`src/rtl/nv_ram_rwsthp_19x80_ctrl.sv`:
```
// -----------------------------------------------------------------------------
// nv_ram_rwsthp_19x80_ctrl
//
// Valid/ready FIFO controller for one external nv_ram_rwsthp_19x80 instance.
// The RAM read is two-stage: ram_re latches ram_ra into the RAM's address
// register, then ram_ore latches the addressed word (or ram_dbyp when
// ram_byp_sel is set) into the RAM output register. That output register is
// the FIFO head and drives rd_pd directly, so storage is 19 entries + 1 word.
//
// Ports:
//   nvdla_core_clk / nvdla_core_rstn : clock, asynchronous active-low reset
//   wr_pvld / wr_prdy / wr_pd        : write stream in
//   rd_pvld / rd_prdy / rd_pd        : read stream out (rd_pd = ram_dout)
//   ram_ra / ram_re / ram_ore        : RAM read address, address enable,
//                                      output-register enable
//   ram_dout                         : RAM output register contents
//   ram_wa / ram_we / ram_di         : RAM write port
//   ram_byp_sel / ram_dbyp           : RAM output bypass select and data
//   fifo_count                       : words held (0..DEPTH+1)
//   pwrbus_ram_pd                    : power bus, only routed to the RAM
// -----------------------------------------------------------------------------
`default_nettype none

module nv_ram_rwsthp_19x80_ctrl #(
  parameter int DEPTH = 19,
  parameter int WIDTH = 80,
  parameter int AW    = 5
) (
  input  logic             nvdla_core_clk,
  input  logic             nvdla_core_rstn,
  input  logic             wr_pvld,
  output logic             wr_prdy,
  input  logic [WIDTH-1:0] wr_pd,
  output logic             rd_pvld,
  input  logic             rd_prdy,
  output logic [WIDTH-1:0] rd_pd,
  output logic [AW-1:0]    ram_ra,
  output logic             ram_re,
  output logic             ram_ore,
  input  logic [WIDTH-1:0] ram_dout,
  output logic [AW-1:0]    ram_wa,
  output logic             ram_we,
  output logic [WIDTH-1:0] ram_di,
  output logic             ram_byp_sel,
  output logic [WIDTH-1:0] ram_dbyp,
  output logic [AW-1:0]    fifo_count,
  input  logic [31:0]      pwrbus_ram_pd
);

  localparam logic [AW-1:0] LAST_IDX = AW'(DEPTH - 1);
  localparam logic [AW-1:0] FULL_CNT = AW'(DEPTH);

  // State
  logic [AW-1:0] wr_ptr_q, wr_ptr_d;
  logic [AW-1:0] rd_ptr_q, rd_ptr_d;
  logic [AW-1:0] ram_cnt_q, ram_cnt_d;   // written, not yet captured by ore
  logic          s1_vld_q, s1_vld_d;     // address held in RAM ra_d
  logic          s2_vld_q, s2_vld_d;     // word held in RAM dout_r

  // Combinational control
  logic          wr_acc;
  logic          pop;
  logic          s2_free;
  logic          byp;
  logic          ram_pop;                // ore capturing a RAM-resident word
  logic [AW-1:0] avail;                  // RAM entries not yet address-issued

  // The power bus is only routed to the RAM by the parent.
  logic pwrbus_unused;
  assign pwrbus_unused = ^pwrbus_ram_pd;

  assign wr_prdy = (ram_cnt_q != FULL_CNT);
  assign wr_acc  = wr_pvld & wr_prdy;
  assign rd_pvld = s2_vld_q;
  assign pop     = rd_pvld & rd_prdy;
  assign rd_pd   = ram_dout;

  assign s2_free = ~s2_vld_q | rd_prdy;
  // ram_cnt == 0 guarantees nothing older is in flight, so the new word may
  // go straight into the output register.
  assign byp     = wr_acc & (ram_cnt_q == '0) & s2_free;
  assign ram_ore = s2_free & (s1_vld_q | byp);
  assign ram_pop = ram_ore & ~byp;

  assign ram_byp_sel = byp;
  assign ram_dbyp    = wr_pd;

  assign ram_we = wr_acc & ~byp;
  assign ram_wa = wr_ptr_q;
  assign ram_di = wr_pd;

  // A new address may be latched when ra_d is empty or is being consumed by
  // ore this cycle. The slot itself is freed only at ore, so a write can
  // never land on the address still held in ra_d.
  assign avail  = ram_cnt_q - AW'(s1_vld_q);
  assign ram_re = (avail != '0) & (~s1_vld_q | ram_pop);
  assign ram_ra = rd_ptr_q;

  assign fifo_count = ram_cnt_q + AW'(s2_vld_q);

  always_comb begin
    wr_ptr_d  = wr_ptr_q;
    rd_ptr_d  = rd_ptr_q;
    ram_cnt_d = ram_cnt_q + AW'(ram_we) - AW'(ram_pop);
    s1_vld_d  = ram_re | (s1_vld_q & ~ram_ore);
    s2_vld_d  = ram_ore | (s2_vld_q & ~pop);

    if (ram_we) begin
      wr_ptr_d = (wr_ptr_q == LAST_IDX) ? '0 : wr_ptr_q + AW'(1);
    end
    if (ram_re) begin
      rd_ptr_d = (rd_ptr_q == LAST_IDX) ? '0 : rd_ptr_q + AW'(1);
    end
  end

  always_ff @(posedge nvdla_core_clk or negedge nvdla_core_rstn) begin
    if (!nvdla_core_rstn) begin
      wr_ptr_q  <= '0;
      rd_ptr_q  <= '0;
      ram_cnt_q <= '0;
      s1_vld_q  <= 1'b0;
      s2_vld_q  <= 1'b0;
    end else begin
      wr_ptr_q  <= wr_ptr_d;
      rd_ptr_q  <= rd_ptr_d;
      ram_cnt_q <= ram_cnt_d;
      s1_vld_q  <= s1_vld_d;
      s2_vld_q  <= s2_vld_d;
    end
  end

endmodule

`default_nettype wire

```
`config.mk`:
```
export PLATFORM = sky130hd
export DESIGN_NAME = nv_ram_rwsthp_19x80_ctrl
export DESIGN_NICKNAME = d
export VERILOG_FILES = /design/src/rtl/nv_ram_rwsthp_19x80_ctrl.sv
export SDC_FILE = /design/constraint.sdc
export NUM_CORES = 1
export LEC_CHECK = 0
export BUFFER_PORTS_ARGS = -buffer_cell sky130_fd_sc_hd__buf_2
export CORE_AREA = 3 3 179 181
export DETAILED_ROUTE_END_ITERATION = 16
export DIE_AREA = 0 0 182 184
export PLACE_DENSITY_LB_ADDON = 0.25
export SYNTH_ARGS = -nofsm -noshare
export SYNTH_HDL_FRONTEND = slang
export SYNTH_SLANG_ARGS = --single-unit
export TNS_END_PERCENT = 10
```
`constraint.sdc`:
```
create_clock -name nvdla_core_clk -period 2.2 [get_ports nvdla_core_clk]
set_input_delay 0.33 -clock nvdla_core_clk [delete_from_list [all_inputs] [get_ports nvdla_core_clk]]
set_output_delay 0.33 -clock nvdla_core_clk [all_outputs]
set_load 0.01 [all_outputs]
```
# After elaboration in Yosys (flattened, before gate mapping)
# Cells that the tools add are included.
[word_totals]
ff_bits = 17
in_bits = 196
out_inout_bits = 261
word_cells = 38
[op_classes]
n_addsub = 6
eq_ne = 3
n_mux = 2
bitwise_logic = 20
reduce_logical = 2
[op_table]
columns = ["cell", "n"]
rows = [
  ["5-bit by 1-bit adder with 5-bit output", 2],
  ["5-bit by 1-bit adder with 5-bit output, second input constant", 2],
  ["1-bit bitwise AND", 10],
  ["5-bit equality test, second input constant", 2],
  ["5-bit 2-to-1 mux", 2],
  ["5-bit by 1-bit subtractor with 5-bit output", 2],
  ["5-bit zero test", 1],
  ["5-bit != test, second input constant", 1],
  ["1-bit inverter", 5],
  ["1-bit OR", 5],
  ["5-bit nonzero test", 1],
]

# Logic depth before layout (Yosys ltp)
[logic_depth]
ltp_word = 10
depth_mapped = 12

# Worst setup path after synthesis
# Ideal clock, no wire load.
[synth_path]
path_type = "flip-flop to flip-flop"
start = "register ram_cnt_q[2]"
end = "register ram_cnt_q[4]"
setup_time_ns = 0.080
t_arrival_ns = 2.351
required_ns = 2.120
path_slack_ns = -0.231
path_stages_with_launch = 12
synth_period_minus_slack_ns = 2.431
cell_sequence = "dfrtp_1 inv_1 ha_1 inv_1 o311a_1 buf_2 ha_1 fa_1 a21oi_1 nor2_1 nor2_1 xnor2_1"
[synth_via]
elab_chain_cells = 8
elab_cells_between_ends = 12
classes_between = "2 x add/sub; 1 x eq/ne; 8 x bitwise; 1 x reduce/logical"
[synth_lines]
columns = ["item", "line_no", "rtl"]
rows = [
  ["from (decl)", "56", "logic [AW-1:0] ram_cnt_q, ram_cnt_d;"],
  ["from (signal assigned)", "126", "ram_cnt_q <= ram_cnt_d;"],
  ["5-bit != test", "72", "assign wr_prdy = (ram_cnt_q != FULL_CNT);"],
  ["1-bit bitwise AND", "73", "assign wr_acc = wr_pvld & wr_prdy;"],
  ["1-bit bitwise AND (2 in series)", "81", "assign byp = wr_acc & (ram_cnt_q == '0) & s2_free;"],
  ["1-bit inverter", "88", "assign ram_we = wr_acc & ~byp;"],
  ["1-bit bitwise AND *", "88", ""],
  ["net ram_we", "42", "output logic ram_we,"],
  ["5-bit by 1-bit adder with 5-bit output *", "104", "ram_cnt_d = ram_cnt_q + AW'(ram_we) - AW'(ram_pop);"],
  ["5-bit by 1-bit subtractor with 5-bit output *", "104", ""],
  ["net ram_cnt_d[4]", "56", ""],
]
# The timed path passes the listed nets; every way through them passes the cells marked *.
# A chain may end at the register's enable or synchronous reset.

# Worst setup path after layout
[layout_path]
start = "register ram_cnt_q[1]"
end = "register ram_cnt_q[4]"
[layout_via]
elab_chain_cells = 8
elab_cells_between_ends = 12
classes_between = "2 x add/sub; 1 x eq/ne; 8 x bitwise; 1 x reduce/logical"
[layout_lines]
columns = ["item", "line_no"]
rows = [
  ["5-bit != test", "72"],
  ["1-bit bitwise AND", "73"],
  ["1-bit bitwise AND (2 in series)", "81"],
  ["1-bit inverter or 1-bit OR (tied branches)", "83, 88, 82"],
  ["1-bit bitwise AND, on equally long branches", "88, 82"],
  ["5-bit by 1-bit adder with 5-bit output or 1-bit bitwise AND (tied branches)", "104, 83"],
  ["5-bit by 1-bit subtractor with 5-bit output *", "104"],
  ["net ram_cnt_d[4]", "56"],
]
# Marks and branches as above.

==> flow_summary.json <==
{
  "status": "finished, violations left",
  "failed_checks": "negative setup slack",
  "cp_top_family": "adder cells",
  "ys_warn_count": 0,
  "drive_above_1_share_pct": 39.88,
  "endpoint_kind": "flip-flop",
  "layout_min_cycle_time_ns": 2.249,
  "gp_congestion": 0.7036,
  "synth_edf_count": 0,
  "first_pass_iters": 4,
  "rsz0062_at_grt": "true",
  "layoutNonFillerInstCount": 564,
  "portBuffers": 24,
  "die_area_um2": 33490,
  "required_ns": 2.38,
  "nNetsFinal": 383,
  "cts_made_buffers": 3,
  "synthAdderAreaFrac_pct": 7.740,
  "cts_buffer_depth": 2,
  "fin_tns_setup_ns": -0.06414,
  "synth_xor_area_share_pct": 2.622,
  "dp.cells": 557,
  "crit_arrival_ns": 2.43,
  "vias": 1349,
  "relSlewSlack_pct": 65.32,
  "drv_cap": 0,
  "cp_common_cell": "nor2_1",
  "root_buffer": "clkbuf_16",
  "cts_max_level": 1,
  "skew_ns": 0.002787,
  "netlist_instances": 362,
  "initial_core_util_pct": 9.829,
  "seq_area_frac_synth_pct": 14.15,
  "final_core_util_pct": 6.765,
  "hold_viol": 0,
  "crit_chain": "nor3_2 > a31o_1 > nor2_2 > ha_1 > inv_1 > ha_2 > fa_2 > a21oi_2 > nor2_1 > nor2_1 > xnor2_1",
  "synth.avg_cell_area_um2": 8.306,
  "critPathMaxStageDelay_ns": 0.43,
  "pin_count": 457,
  "vias_per_cell": 2.392,
  "worst_slew_pin_slew_ns": 0.5132,
  "ys_ff_latch": 17,
  "grt_antenna_before_repair": 0,
  "cpMaxStageDelayCell": "dfrtp_1",
  "hold_class": "in2async",
  "drt_iter0_drc": 32,
  "synth_top_family_by_area": "buffers and inverters",
  "irDropWorstVdd_mv": 0.2493,
  "cts_tree": "built",
  "grt_pass1_wl_um": 10780,
  "rows": 64,
  "track_usage_pct": 4.493,
  "synthMuxAreaShare_pct": 1.124,
  "synthSimpleGateAreaFrac_pct": 7.990,
  "antennaDiodeCount": 0,
  "path_clk_slew_ns": 0.06,
  "wl_um": 8184,
  "path_class": "reg2reg",
  "syn_nets": 576,
  "yosysUniqueCellTypes": 37,
  "powerDensity_nw_per_um2": 1270,
  "ys.flop_type": "dfrtp_1",
  "dp_hpwl_um": 6618,
  "slew_violations": 0,
  "cts_sinks": 17,
  "timing.hold.ws_ns": 0.03374,
  "fin_crit_sh_pct": 102.2,
  "route.detailed.drc": 0,
  "worstSetupStartpointType": "flip-flop",
  "leakagePower_nw": 0.7714,
  "max_freq_mhz": 444.6,
  "clk_latency_ns": 0.26,
  "grt_max_degree": 18,
  "synthArstFlopShare_pct": 100.0,
  "core_um2": 30590,
  "wire_per_inst_um": 14.51,
  "path_buf_inv": 1,
  "crit_fanout": 4,
  "dp_slack_ns": -0.09078,
  "syn_area_um2": 3007,
  "die_y_um": 184,
  "layout_setup_ws_ns": -0.04916,
  "synth_compound_area_share_pct": 4.161,
  "die_x_um": 182,
  "overflow": 0,
  "setup_violations": 2,
  "grt_pass1_vias": 1487,
  "detail-route-antenna-nets": 0,
  "area_growth_pct": -31.17
}
-- worst reg2reg max path: stages, from the launching register on --
cell     delay (ns)
dfrtp_1        0.43
nor3_2         0.22
a31o_1         0.22
nor2_2         0.05
ha_1           0.27
inv_1          0.04
ha_2           0.18
fa_2           0.36
a21oi_2        0.13
nor2_1         0.05
nor2_1         0.12
xnor2_1        0.12
-- state kept, by name, indices dropped and copies added (netlist names) --
name       cells
s1_vld_q       1
ram_ra         5
rd_pvld        1
ram_cnt_q      5
ram_wa         5
-- cell families after synthesis --
group	after synthesis
buffers and inverters	254
and+or+nand+nor	43
AOI/OAI and AO/OA	18
xor gates and xnor gates	9
DFF	17
muxes	3
adders and majority gates	18
-- worst paths after layout --
path / from / to / slack (ns) / cells after the start
worst max-delay path: ram_cnt_q[1] / ram_cnt_q[4] / -0.05 / 11
worst min-delay path: nvdla_core_rstn / ram_wa[3] / 0.03 / 1
worst max register to register: ram_cnt_q[1] / ram_cnt_q[4] / -0.05 / 11
worst min register to register: ram_ra[3] / ram_ra[3] / 0.56 / 1
max in group asynchronous: nvdla_core_rstn / ram_cnt_q[3] / 1.80 / 1
min in group nvdla_core_clk: wr_pvld / s1_vld_q / 0.47 / 3
-- per-stage QoR --
stage	instance area [um2]	power [mW]
after floorplan	3037	2.053
final	2069	2.628
after global placement	1952	2.204
after detailed placement	1952	2.224
after CTS	2067	2.700
after global routing	2069	2.909
-- routing by layer --
layer / vias up / track usage [%] / part of all wire (%)
met3: 110 / 4.887 / 25
met5: - / 2.429 / 1.3
li1: 517 / - / -
met2: 194 / 6.165 / 41
met4: 4 / 5.180 / 12
met1: 524 / 2.825 / 22
-- cells in the final DEF, fill, tap and decap left out, types with 4 or more instances in the layout --
cell type,count
dfrtp_1,15
buf_2,24
buf_4,20
nand2_1,5
inv_1,8
nand3_1,4
ha_1,14
nor2_1,10
xnor2_1,6
a21oi_1,4
-- cell type report --
type | instances | area [um2]
sequential | 17 | 427.9
multi-input combinational | 91 | 744.5
timing repair buffer | 45 | 281.5
fill | 3606 | 28520
inverter | 11 | 41.29
tap | 396 | 495.5
clock buffer | 4 | 78.83
-- report_power, final --
group	total, mW	leakage (nW)	switching [mW]	internal (mW)
logic	1.58	0.540	0.781	0.795
registers	0.651	0.193	0.184	0.468
clock network	0.400	0.0382	0.153	0.248
total	2.63	0.771	1.12	1.51
-- cell usage after synthesis (2+ instances only) --
library cell  number  area share, %
ha_1              17            7.1
xor2_1             3           0.87
buf_6              2           0.75
a31oi_1            2           0.42
buf_4            240             60
o21ai_0            3           0.50
nor2b_1            2           0.42
nand4_1            3           0.62
nor2_1            12            1.5
nor3_1             3           0.50
mux2_2             3            1.1
nor3b_1            2           0.50
xnor2_1            6            1.7
nand3_1            4           0.67
nand2b_1           3           0.62
dfrtp_1           17             14
nand2_1            5           0.62
a21o_1             2           0.50
inv_1             11            1.4
a21oi_1            5           0.83
-- what timing repair did --
action                     CTS  global route
setup endpoints to repair    2             7
hold buffers                 0             0
pin swaps                    2             0
setup buffers                3             0
resized for setup            5             1
No activity file was read; power rests on OpenSTA's default activity.
